**src/rtl/ram_scan_pkg.sv**
```systemverilog
`default_nettype none
// ============================================================================
// Module   : ram_scan_pkg
// Brief    : Shared FSM encoding and read-latency limits for the RAM scanner.
// Revision : 1.0  initial release
// ============================================================================
package ram_scan_pkg;

    localparam int RD_LAT_MAX = 4;

    typedef enum logic [1:0] {
        ST_IDLE  = 2'd0,
        ST_ISSUE = 2'd1,
        ST_DRAIN = 2'd2,
        ST_DONE  = 2'd3
    } state_t;

    // Keeps an out-of-range read latency from building a zero- or over-length pipe
    function automatic int clamp_lat(input int lat);
        if (lat < 1) begin
            return 1;
        end else if (lat > RD_LAT_MAX) begin
            return RD_LAT_MAX;
        end else begin
            return lat;
        end
    endfunction

endpackage
`default_nettype wire

```
**src/rtl/ram_scan_if.sv**
```systemverilog
`default_nettype none
// ============================================================================
// Module   : ram_scan_if
// Brief    : RAM read port between the scanner (master) and the BRAM (slave).
// Revision : 1.0  initial release
// ============================================================================
interface ram_scan_if #(
    parameter int ADDR_W = 10,
    parameter int DATA_W = 12
);
    logic [ADDR_W-1:0] ram_addr;
    logic              ram_en;
    logic [DATA_W-1:0] ram_data;

    modport master (output ram_addr, output ram_en, input ram_data);
    modport slave  (input ram_addr, input ram_en, output ram_data);
endinterface
`default_nettype wire

```
**src/rtl/ram_scan_tag_pipe.sv**
```systemverilog
`default_nettype none
// ============================================================================
// Module   : ram_scan_tag_pipe
// Brief    : RD_LAT-deep {valid, last} shift register with synchronous flush.
// Revision : 1.0  initial release
// ============================================================================
module ram_scan_tag_pipe #(
    parameter int RD_LAT = 2
) (
    input  wire logic clk,
    input  wire logic rst_n,
    input  wire logic i_flush,
    input  wire logic i_valid,
    input  wire logic i_last,
    output logic      o_valid,
    output logic      o_last,
    output logic      o_any
);
    logic [RD_LAT-1:0] r_valid;
    logic [RD_LAT-1:0] r_last;

    always_ff @(posedge clk or negedge rst_n) begin
        if (!rst_n) begin
            r_valid <= '0;
            r_last  <= '0;
        end else if (i_flush) begin
            r_valid <= '0;
            r_last  <= '0;
        end else begin
            r_valid[0] <= i_valid;
            r_last[0]  <= i_valid & i_last;
            for (int k = 1; k < RD_LAT; k++) begin
                r_valid[k] <= r_valid[k-1];
                r_last[k]  <= r_last[k-1];
            end
        end
    end

    assign o_valid = r_valid[RD_LAT-1];
    assign o_last  = r_last[RD_LAT-1];
    assign o_any   = |r_valid;
endmodule
`default_nettype wire

```
**src/rtl/ram_scan_reader.sv**
```systemverilog
`default_nettype none
// ============================================================================
// Module   : ram_scan_reader
// Brief    : Scans a BRAM window (base, length, wrap) into a valid/last stream
//            with abort and done pulse. Define RAM_SCAN_SUM_EN to add o_sum.
// Revision : 1.0  initial release
// ============================================================================
module ram_scan_reader
    import ram_scan_pkg::*;
#(
    parameter int ADDR_W = 10,
    parameter int DATA_W = 12,
    parameter int LEN_W  = 11,
    parameter int RD_LAT = 2
) (
    input  wire logic              clk,
    input  wire logic              rst_n,
    input  wire logic              i_start,
    input  wire logic              i_abort,
    input  wire logic [ADDR_W-1:0] i_base_addr,
    input  wire logic [LEN_W-1:0]  i_length,
    ram_scan_if.master             ram_bus,
    output logic [DATA_W-1:0]      o_data,
    output logic                   o_data_valid,
    output logic                   o_last,
    output logic                   o_busy,
    output logic                   o_done
`ifdef RAM_SCAN_SUM_EN
    ,
    output logic [DATA_W+LEN_W-1:0] o_sum
`endif
);
    localparam int c_LAT = clamp_lat(RD_LAT);

    state_t            r_state;
    logic [ADDR_W-1:0] r_base;
    logic [LEN_W-1:0]  r_len;
    logic [LEN_W-1:0]  r_cnt;
    logic              r_busy;
    logic              r_done;
    logic [DATA_W-1:0] r_data;
    logic              r_data_valid;
    logic              r_last;

    logic w_issue;
    logic w_flush;
    logic w_issue_last;
    logic w_tag_valid;
    logic w_tag_last;
    logic w_tag_any;

    assign w_issue      = (r_state == ST_ISSUE);
    assign w_flush      = i_abort && (w_issue || (r_state == ST_DRAIN));
    assign w_issue_last = (r_cnt == r_len - LEN_W'(1));

    // Abort must kill the read in the very cycle it arrives, hence the ungated path
    assign ram_bus.ram_en   = w_issue && !i_abort;
    assign ram_bus.ram_addr = r_base + ADDR_W'(r_cnt);

    ram_scan_tag_pipe #(
        .RD_LAT (c_LAT)
    ) u_tag_pipe (
        .clk     (clk),
        .rst_n   (rst_n),
        .i_flush (w_flush),
        .i_valid (ram_bus.ram_en),
        .i_last  (w_issue_last),
        .o_valid (w_tag_valid),
        .o_last  (w_tag_last),
        .o_any   (w_tag_any)
    );

    always_ff @(posedge clk or negedge rst_n) begin
        if (!rst_n) begin
            r_state <= ST_IDLE;
            r_base  <= '0;
            r_len   <= '0;
            r_cnt   <= '0;
            r_busy  <= 1'b0;
            r_done  <= 1'b0;
        end else begin
            r_done <= (r_state == ST_DONE);
            case (r_state)
                ST_IDLE: begin
                    if (i_start) begin
                        r_base  <= i_base_addr;
                        r_len   <= i_length;
                        r_cnt   <= '0;
                        r_busy  <= 1'b1;
                        r_state <= (i_length != '0) ? ST_ISSUE : ST_DONE;
                    end
                end
                ST_ISSUE: begin
                    if (i_abort) begin
                        r_state <= ST_DONE;
                    end else begin
                        r_cnt <= r_cnt + LEN_W'(1);
                        if (w_issue_last) begin
                            r_state <= ST_DRAIN;
                        end
                    end
                end
                ST_DRAIN: begin
                    if (i_abort || !w_tag_any) begin
                        r_state <= ST_DONE;
                    end
                end
                ST_DONE: begin
                    r_state <= ST_IDLE;
                    r_busy  <= 1'b0;
                end
                default: r_state <= ST_IDLE;
            endcase
        end
    end

    always_ff @(posedge clk or negedge rst_n) begin
        if (!rst_n) begin
            r_data       <= '0;
            r_data_valid <= 1'b0;
            r_last       <= 1'b0;
        end else begin
            r_data_valid <= w_tag_valid && !w_flush;
            r_last       <= w_tag_valid && w_tag_last && !w_flush;
            if (w_tag_valid) begin
                r_data <= ram_bus.ram_data;
            end
        end
    end

`ifdef RAM_SCAN_SUM_EN
    logic [DATA_W+LEN_W-1:0] r_sum;

    always_ff @(posedge clk or negedge rst_n) begin
        if (!rst_n) begin
            r_sum <= '0;
        end else if ((r_state == ST_IDLE) && i_start) begin
            r_sum <= '0;
        end else if (r_data_valid) begin
            r_sum <= r_sum + (DATA_W+LEN_W)'(r_data);
        end
    end

    assign o_sum = r_sum;
`endif

    assign o_data       = r_data;
    assign o_data_valid = r_data_valid;
    assign o_last       = r_last;
    assign o_busy       = r_busy;
    assign o_done       = r_done;
endmodule
`default_nettype wire

```
**src/flat_wrapper.sv**
```systemverilog
// flat-port wrapper written by rule: the top's interface ports become plain ports
module ram_scan_reader_flat import ram_scan_pkg::*;
#(
    parameter int ADDR_W = 10,
    parameter int DATA_W = 12,
    parameter int LEN_W  = 11,
    parameter int RD_LAT = 2
)
  (clk, rst_n, i_start, i_abort, i_base_addr, i_length, o_data, o_data_valid, o_last, o_busy, o_done, ram_bus_ram_addr, ram_bus_ram_en, ram_bus_ram_data);
  ram_scan_if #(.ADDR_W(ADDR_W), .DATA_W(DATA_W)) ram_bus_i ();
  input  wire logic clk;
  input  wire logic rst_n;
  input  wire logic i_start;
  input  wire logic i_abort;
  input  wire logic [ADDR_W-1:0] i_base_addr;
  input  wire logic [LEN_W-1:0] i_length;
  output logic [DATA_W-1:0] o_data;
  output logic o_data_valid;
  output logic o_last;
  output logic o_busy;
  output logic o_done;
  output wire logic [$bits(ram_bus_i.ram_addr)-1:0] ram_bus_ram_addr;
  output wire logic [$bits(ram_bus_i.ram_en)-1:0] ram_bus_ram_en;
  input wire logic [$bits(ram_bus_i.ram_data)-1:0] ram_bus_ram_data;
  assign ram_bus_ram_addr = ram_bus_i.ram_addr;
  assign ram_bus_ram_en = ram_bus_i.ram_en;
  assign ram_bus_i.ram_data = ram_bus_ram_data;
  ram_scan_reader #(.ADDR_W(ADDR_W), .DATA_W(DATA_W), .LEN_W(LEN_W), .RD_LAT(RD_LAT)) u_core (.clk(clk), .rst_n(rst_n), .i_start(i_start), .i_abort(i_abort), .i_base_addr(i_base_addr), .i_length(i_length), .ram_bus(ram_bus_i), .o_data(o_data), .o_data_valid(o_data_valid), .o_last(o_last), .o_busy(o_busy), .o_done(o_done));
endmodule
```
**config.mk**
```make
export PLATFORM = sky130hd
export DESIGN_NAME = ram_scan_reader_flat
export DESIGN_NICKNAME = d
export VERILOG_FILES = /design/src/rtl/ram_scan_pkg.sv /design/src/rtl/ram_scan_if.sv /design/src/rtl/ram_scan_tag_pipe.sv /design/src/rtl/ram_scan_reader.sv /design/src/flat_wrapper.sv
export SDC_FILE = /design/constraint.sdc
export NUM_CORES = 1
export LEC_CHECK = 0
export CELL_PAD_IN_SITES_DETAIL_PLACEMENT = 1
export CELL_PAD_IN_SITES_GLOBAL_PLACEMENT = 1
export CORE_MARGIN = 5
export CORE_UTILIZATION = 40
export CTS_BUF_LIST = sky130_fd_sc_hd__clkbuf_8
export DETAILED_ROUTE_END_ITERATION = 7
export DONT_BUFFER_PORTS = 1
export PLACE_DENSITY_LB_ADDON = 0.1
export REMOVE_ABC_BUFFERS = 1
export SYNTH_ARGS = -nofsm -noshare
export SYNTH_HDL_FRONTEND = slang
export SYNTH_HIERARCHICAL = 1
export SYNTH_SLANG_ARGS = --single-unit
export TNS_END_PERCENT = 1
```
**constraint.sdc**
```tcl
create_clock -name clk -period 3.6 [get_ports clk]
set_input_delay 0.36 -clock clk [delete_from_list [all_inputs] [get_ports clk]]
set_output_delay 0.36 -clock clk [all_outputs]
set_load 0.005 [all_outputs]
```
==> qor.yml <==
timing:
  tns_ps: 0
  setup_slack_ps: 804.5
  fmaxAchievable_ghz: 0.3577
  hold_violations: 0
  rsz0062_at_grt: "no"
  tightest_slew_ps: 655.9
  maxSlewViolCount: 0
  setup_viol: 0
  fin_crit_ps: 2796
  clock_skew_ps: 6.623
  finalCritPeriodShare: 0.7765
  relSlewSlack: 0.5587
logic_synthesis:
  syn_area_per_cell_um2: 11.03
  yosys_warnings: 6
  synth-edff-count: 0
  synth_ff_type: "dfrtp_1"
  netlist_area_um2: 2999
  ys_ff_latch: 54
  synth_top_area_frac: 0.4506
  ys_top_cells_by_area: "dfrtp_1, mux2_2, ha_1"
  synth_cells: 272
  async_flop_share: 1.000
  yosysUniqueCellTypes: 48
  synth_top_area_cell: "dfrtp_1"
  ys_seq_area_frac: 0.4506
min_path:
  hp-start: "i_length[6]"
  hp-class: "input port to register"
drt:
  highest_layer: "met4"
  dr.pass1.iters: 4
  ant_nets: 0
  wl_um: 6587
  drt_iter0_markers: 54
  met1_length_um: 3112
  vias_per_cell: 5.374
  met2_length_um: 3106
  drc: 0
  wl_per_cell_um: 17.47
  wl_met3_um: 304
  vias: 2026
worst_setup_path:
  path_max_fanout: 6
  end_kind: "output pin"
  worstPathRequired_ps: 3240
  start_kind: "register"
  arrival_ps: 2440
  critPathKind: "register to output pin"
  worstReg2RegStart: "u_core/r_len[0]"
  cp-startpoint: "u_core/r_cnt[0]"
clocking:
  post-cts-setup-buffer-count: 0
  cts_buffer_depth: 2
  clock-sinks: 54
  cts_tree: "built"
  cts_inserted_buffers: 5
  clk_pin_slew_ps: 100
  insertion_delay_ps: 320
  h-tree-depth: 2
  cts-root-buf: "clkbuf_8"
die:
  die_w_um: 96.59
  die_y_um: 96.59
  std_cell_rows: 31
  dieArea_um2: 9330
  core_area_um2: 7292
  initial_core_util: 0.4113
  io_pins: 64
grt:
  antenna_found_initial: 0
  grt_usage: 0.1515
  first_global_vias: 2021
  grt-ovfl-total: 0
  grt_max_degree: 55
  grt_pass1_wl_um: 10670
flow_run:
  cap_violations: 0
layout:
  syn_to_final_growth_pct: 9.595
  diodes: 0
  utilization: 0.4508
  drive_gt1_frac: 0.1835
  nets: 330
place:
  finalWeightedCongestion: 0.8454
  place_ws_ps: 937.3
  io_buffers: 0
  dp_hpwl_um: 4977
pwr:
  p_leak_nw: 1.431
  vdd_ir_drop_max_mv: 0.2869
  cellPowerDensity_nw_per_um2: 803.6
status:
  status: "completed"
==> cells in the mapped netlist (2+ instances only) <==
master / count
a21o_1: 2
a21oi_1: 8
a22o_1: 3
and2_1: 3
buf_1: 4
dfrtp_1: 54
ha_1: 15
inv_1: 12
mux2_2: 34
nand2_1: 12
nand2b_1: 2
nand3_1: 7
nor2_1: 18
nor2b_1: 11
nor3_1: 8
nor3b_1: 3
nor4_1: 4
o2111ai_1: 2
o21ai_0: 10
or3_1: 3
or4_1: 2
xnor2_1: 20
xor2_1: 10
==> state kept, by name (all words and copies together) (netlist names), 2 cells and up <==
name	flops
u_core/r_base	10
u_core/u_tag_pipe/r_last	2
u_core/u_tag_pipe/r_valid	2
u_core/r_len	11
u_core/r_cnt	11
u_core/r_state	2
u_core/o_data	12
==> cells by family (layout without fill, tap and decap cells) <==
logic type,Yosys count,count (layout),share of synthesized area
simple gates,81,81,0.1481
compound gates,39,39,0.09179
buf+inv,17,23,0.02127
xor+xnor,30,30,0.08761
mux,35,35,0.1314
flops,54,54,0.4506
fa+ha+maj,16,16,0.06925
==> worst max-delay path, cell delays in order, from the launching register on <==
cell and delay, ps:
dfrtp_1 490, ha_1 220, inv_1 60, fa_1 400, nor2b_1 110, o21ai_0 90
nand2b_1 110, a21o_1 140, a21oi_1 90, o21ai_0 210, xor2_1 200
==> final timing paths <==
kind / depth (start not counted) / endpoint / slack [ps]
max in group asynchronous: 2 / u_core/r_len[1] / 2810
hold / removal: 1 / u_core/r_len[6] / 180
min in group asynchronous: 2 / u_core/r_base[8] / 550
setup / recovery: 10 / ram_bus_ram_addr[8] / 800
hold reg to reg: 1 / u_core/o_last / 470
setup reg to reg: 8 / u_core/r_state[1] / 920
==> placed cells by master (no fill, tap or decap), types with 2 or more instances in the layout <==
cell type / Yosys / routed
nand2_1: 12 / 12
bufinv_16: 0 / 2
ha_1: 15 / 15
a21o_1: 2 / 2
inv_1: 12 / 12
o2111ai_1: 2 / 2
a21oi_1: 8 / 8
nor3b_1: 3 / 3
and2_1: 3 / 3
or4_1: 2 / 2
nor2_1: 18 / 18
clkbuf_8: 0 / 5
mux2_2: 34 / 34
or3_1: 3 / 3
a22o_1: 3 / 3
nand2b_1: 2 / 2
xor2_1: 10 / 10
nor4_1: 4 / 4
nor3_1: 8 / 8
xnor2_1: 20 / 20
nor2b_1: 11 / 11
nand3_1: 7 / 7
o21ai_0: 10 / 10
dfrtp_1: 54 / 54
==> per-layer routing <==
metal | up-vias | global-route usage
met5 | - | 0
met4 | 0 | 0.03855
met3 | 6 | 0.04028
met2 | 38 | 0.2379
met1 | 1012 | 0.2077
li1 | 970 | -
==> final cells by class <==
type,instances,area [µm²]
multi-input cells,201,1584
clock inverters,3,68.82
well taps,99,123.9
flip-flops and latches,54,1351
repair buffers,3,45.04
fillers,825,4005
inverters,12,45.04
clock buffers,5,68.82
==> power breakdown <==
group          switching [mW]  total, mW  internal, mW
clock                   0.211      0.490         0.279
combinational           0.514       1.06         0.547
sequential              0.246       1.09         0.845
==> through the flow <==
stage,hold WS [ps],total power [mW],instances,instance area [µm²]
finish,179.9,2.641,377,3287
floorplan,64.41,1.910,267,2980
CTS,169.5,2.692,377,3287
global route,157.5,2.864,377,3287
global placement,65.92,2.141,367,3112
detailed placement,65.70,2.172,367,3112
==> timing repair <==
item / 4_1_cts / 5_1_grt
hold buffers: 2 / 0
endpoints found under the hold margin: 54 / 0
gates resized for setup: 0 / 0
No activity file was read; power rests on OpenSTA's default activity.
==> RTL edit 1: new RTL, config.mk and constraints unchanged <==
The 4 states of `state_t` get a one-hot encoding in 4 bits.
--- a/src/rtl/ram_scan_pkg.sv
+++ b/src/rtl/ram_scan_pkg.sv
@@ -8,11 +8,11 @@
 
     localparam int RD_LAT_MAX = 4;
 
-    typedef enum logic [1:0] {
-        ST_IDLE  = 2'd0,
-        ST_ISSUE = 2'd1,
-        ST_DRAIN = 2'd2,
-        ST_DONE  = 2'd3
+    typedef enum logic [3:0] {
+        ST_IDLE  = 4'b0001,
+        ST_ISSUE = 4'b0010,
+        ST_DRAIN = 4'b0100,
+        ST_DONE  = 4'b1000
     } state_t;
 
     // Keeps an out-of-range read latency from building a zero- or over-length pipe
Behaviour: same outputs for any inputs over 10 cycles, from zero or initial values and one cycle with rst_n low; not proved beyond that.
==> RTL edit 1 against the original RTL <==
- core utilization fell by 0.56 points
- cell area down 0.72%
- sequential cell count is 2 higher
- synthesized area grew 0.96%
- wire length grew 6.4%
- worst setup slack worse by 0.10 ns
- hold slack worse by 0.037 ns
- via count grew 10%
- power shrank 11%
- critical path type unchanged
- largest power group unchanged
==> RTL edit 1: results (changes against the original RTL) <==
Worst Max-Slew Pin Slew -> 0.690 ns (was 0.656 ns)
Synth Area in Compound Gates -> 9.21% (was 9.18%)
Synth top cells by count -> nand2_1 (66), dfrtp_1 (55), nor2_1 (23) (was dfrtp_1 (54), mux2_2 (34), xnor2_1 (20))
Post-DP HPWL -> 5280 um (was 4980 um)
Crit-path max FO -> 5 (was 6)
Share of cells above drive strength 1 -> 8.72% (was 18.3%)
Routed metal-1 wirelength -> 3170 um (was 3110 um)
Sequential area share after synthesis -> 46.3% (was 45.1%)
Post-synthesis cell type count -> 51 (was 48)
Max IR drop VDD -> 261 uV (was 287 uV)
Status -> completed (unchanged)
Dominant cells by area after synthesis -> dfrtp_1 (45%), nand2_1 (8.2%), ha_1 (4.5%) (was dfrtp_1 (45%), mux2_2 (13%), ha_1 (6.3%))
Global-route wire length before repair -> 11,900 um (was 10,700 um)
Filler cells -> 827 (was 825)
Worst R2R Setup Slack -> 1.29 ns (was 0.92 ns)
GRT Util Overall -> 15.2% (about the same)
Routed via count -> 2,234 (was 2,026)
Worst Setup SP -> u_core/r_cnt[1]$_DFFE_PN0P_ (was u_core/r_cnt[0]$_DFFE_PN0P_)
RD Place Congestion -> 0.782 (was 0.845)
LEAKAGE -> 1.51 nW (was 1.43 nW)
Post-Synth XOR/XNOR Area -> 7.81% (was 8.76%)
Worst setup path end -> ram_bus_ram_addr[9] (was ram_bus_ram_addr[8])
Routed wire length -> 7010 um (was 6590 um)
Met2 WL -> 3440 um (was 3110 um)
Vias in the first global route -> 2,319 (was 2,021)
FF/Latch Area -> 1400 um^2 (was 1350 um^2)
Met3 routed WL -> 355 um (was 304 um)
Layout Nets -> 369 (was 330)
==> RTL edit 1: cell count changes in the layout (fill, tap and decap cells not counted), moves of 5 or more <==
cell | unedited run | this run
nand2_1 | 12 | 66
nor2_1 | 18 | 23
nand4_1 | 0 | 8
xnor2_1 | 20 | 13
and3_1 | 1 | 6
mux2_2 | 34 | 12
==> RTL edit 1: power by group <==
| part | internal [mW] | total [mW] | switching [mW] |
|---|---|---|---|
| sequential | 0.844 | 1.07 | 0.221 |
| clock | 0.142 | 0.363 | 0.221 |
| combinational | 0.399 | 0.917 | 0.517 |
| total | 1.39 | 2.35 | 0.960 |
==> RTL edit 1: cell type report <==
class                      count  share of cell area [%]
tap                           99                    3.80
sequential                    56                    43.0
multi-input combinational    240                    47.4
clock buffer                   5                    2.11
clock inverter                 3                   0.767
inverter                      14                    1.61
timing repair buffer           3                    1.38
==> RTL edit 1: per-stage QoR <==
step,setup slack [ns],cells
final,0.700,420
after global placement,1.10,410
after global routing,0.552,420
after detailed placement,1.05,410
after floorplan,1.22,310
after CTS,0.658,420
==> RTL edit 1: worst min-delay path by stage <==
stage,from,end,slack [ns],depth (start not counted)
after CTS,i_base_addr[3],u_core/r_base[3]$_DFFE_PN0P_,0.12,2
after global routing,i_length[7],u_core/r_len[7]$_DFFE_PN0P_,0.14,2
after detailed placement,rst_n,u_core/o_data[3]$_DFFE_PN0P_,0.07,0
after floorplan,rst_n,u_core/o_busy$_DFFE_PN0P_,0.06,0
final,i_base_addr[8],u_core/r_base[8]$_DFFE_PN0P_,0.14,2
after global placement,rst_n,u_core/o_data[2]$_DFFE_PN0P_,0.07,0
==> RTL edit 1: logic make-up after synthesis <==
group / count (synthesis)
adder cells (fa/ha/maj): 12
AO/OA/AOI/OAI: 38
buffers and inverters: 21
AND/OR/NAND/NOR: 151
flip-flops: 56
XOR/XNOR: 27
multiplexers: 12
==> RTL edit 1: routing by layer <==
layer,vias to the layer above,track usage (%)
met3,4,3.88
met5,-,0
met1,1090,19.4
met4,0,2.92
met2,45,26.2
li1,1095,-
==> RTL edit 2: new RTL, same settings <==
Made on the original files. `ADDR_W` is set to 10 in 3 places; all go to 11.
--- a/src/rtl/ram_scan_if.sv
+++ b/src/rtl/ram_scan_if.sv
@@ -5,7 +5,7 @@
 // Revision : 1.0  initial release
 // ============================================================================
 interface ram_scan_if #(
-    parameter int ADDR_W = 10,
+    parameter int ADDR_W = 11,
     parameter int DATA_W = 12
 );
     logic [ADDR_W-1:0] ram_addr;
--- a/src/rtl/ram_scan_reader.sv
+++ b/src/rtl/ram_scan_reader.sv
@@ -8,7 +8,7 @@
 module ram_scan_reader
     import ram_scan_pkg::*;
 #(
-    parameter int ADDR_W = 10,
+    parameter int ADDR_W = 11,
     parameter int DATA_W = 12,
     parameter int LEN_W  = 11,
     parameter int RD_LAT = 2
--- a/src/flat_wrapper.sv
+++ b/src/flat_wrapper.sv
@@ -1,7 +1,7 @@
 // flat-port wrapper written by rule: the top's interface ports become plain ports
 module ram_scan_reader_flat import ram_scan_pkg::*;
 #(
-    parameter int ADDR_W = 10,
+    parameter int ADDR_W = 11,
     parameter int DATA_W = 12,
     parameter int LEN_W  = 11,
     parameter int RD_LAT = 2
Interface: changed (resized i_base_addr and ram_bus_ram_addr); port bits go from 64 to 66. No check against the original RTL was run, so the function may have changed too.
==> RTL edit 2 against the original RTL <==
- synthesized area up 1.6%
- synthesized cell count up 0.37%
- power is 1.7% lower
- cell area is 0.95% higher
- worst setup slack got worse by 0.30 ns
- first-iteration DRC count grew 1.9%
- via count grew 0.25%
- highest routed layer unchanged
- wire length is 1.0% higher
- sequential cell count is 1 higher
- largest cell class unchanged
==> RTL edit 2: results (changes against the original RTL) <==
Worst setup path end -> ram_bus_ram_addr[9] (was ram_bus_ram_addr[8])
Final WS setup -> 0.509 ns (was 0.804 ns)
Worst Max-Slew Pin Slew -> 0.647 ns (was 0.656 ns)
Met3 Resource Use GR -> 3.66% (was 4.03%)
DR WL/cell -> 17.6 um (was 17.5 um)
Mux share of post-synthesis cell area -> 14.6% (was 13.1%)
Synth Area in Compound Gates -> 9.15% (was 9.18%)
Dominant cells by area after synthesis -> dfrtp_1 (45%), mux2_2 (13%), ha_1 (6.6%) (was dfrtp_1 (45%), mux2_2 (13%), ha_1 (6.3%))
Arrival time of the worst setup path -> 2.73 ns (was 2.44 ns)
Placed insts -> 369 (was 367)
Crit-path max FO -> 7 (was 6)
Status -> completed (unchanged)
Max IR drop VDD -> 319 uV (was 287 uV)
Share of cells above drive strength 1 -> 17.9% (was 18.3%)
GRT Util Overall -> 14.6% (was 15.2%)
Mapped Avg Cell Area -> 11.2 um^2 (was 11.0 um^2)
R2R depth -> 9 (was 8)
Routed via count -> 2,031 (was 2,026)
Post-DP HPWL -> 5100 um (was 4980 um)
Hold Path Origin -> i_length[4] (was i_length[6])
Met2 WL -> 3160 um (was 3110 um)
Sequential area share after synthesis -> 45.2% (was 45.1%)
Hold Path End -> u_core/r_len[4]$_DFFE_PN0P_ (was u_core/r_len[6]$_DFFE_PN0P_)
Worst R2R Setup Slack -> 1.10 ns (was 0.92 ns)
Dpl ws -> 0.897 ns (was 0.937 ns)
LEAKAGE -> 1.46 nW (was 1.43 nW)
Routing usage on met2 -> 23.7% (was 23.8%)
Reg2reg start -> u_core/r_len[0]$_DFFE_PN0P_ (unchanged)
Largest register FFs -> 12 (unchanged)
Worst Clk Skew -> 0.0115 ns (was 0.00662 ns)
Post-synthesis cell type count -> 50 (was 48)
Global-route wire length before repair -> 11,500 um (was 10,700 um)
Grt met1 use -> 19.6% (was 20.8%)
Area post-placement -> 3160 um^2 (was 3110 um^2)
Initial DRC count -> 55 (was 54)
Hold_ws -> 0.183 ns (was 0.180 ns)
Routed metal-1 wirelength -> 3150 um (was 3110 um)
Vias per cell -> 5.36 (was 5.37)
Post-Synth XOR/XNOR Area -> 7.76% (was 8.76%)
Synth Area in Adders -> 7.22% (was 6.93%)
RD Place Congestion -> 0.759 (was 0.845)
Synth top cells by count -> dfrtp_1 (55), mux2_2 (35), ha_1 (16), xnor2_1 (16), nand2_1 (15) (was dfrtp_1 (54), mux2_2 (34), xnor2_1 (20))
Largest net degree at the start of global routing -> 56 (was 55)
## RTL edit 2: power by group
| part | total, mW | switching (mW) | internal [mW] |
|---|---|---|---|
| combinational | 1.05 | 0.510 | 0.542 |
| clock | 0.426 | 0.215 | 0.211 |
| sequential | 1.12 | 0.257 | 0.862 |
| total | 2.60 | 0.982 | 1.62 |
## RTL edit 2: final cells by class
| cell class | count | area [um^2] |
|---|---|---|
| Fill cell | 801 | 4010 |
| Clock inverter | 3 | 47.5 |
| Inverter | 13 | 48.8 |
| Timing Repair Buffer | 3 | 45.0 |
| Sequential cell | 55 | 1380 |
| Tap cell | 99 | 124 |
| Multi-Input combinational cell | 201 | 1610 |
| Clock buffer | 5 | 68.8 |
## RTL edit 2: worst max-delay path, stage by stage (launching register included)
cell,delay [ns]
dfrtp_1,0.47
ha_1,0.30
a21o_1,0.18
a21oi_1,0.24
o21ai_0,0.17
or4_1,0.46
a41o_1,0.26
a21oi_1,0.17
xnor2_1,0.16
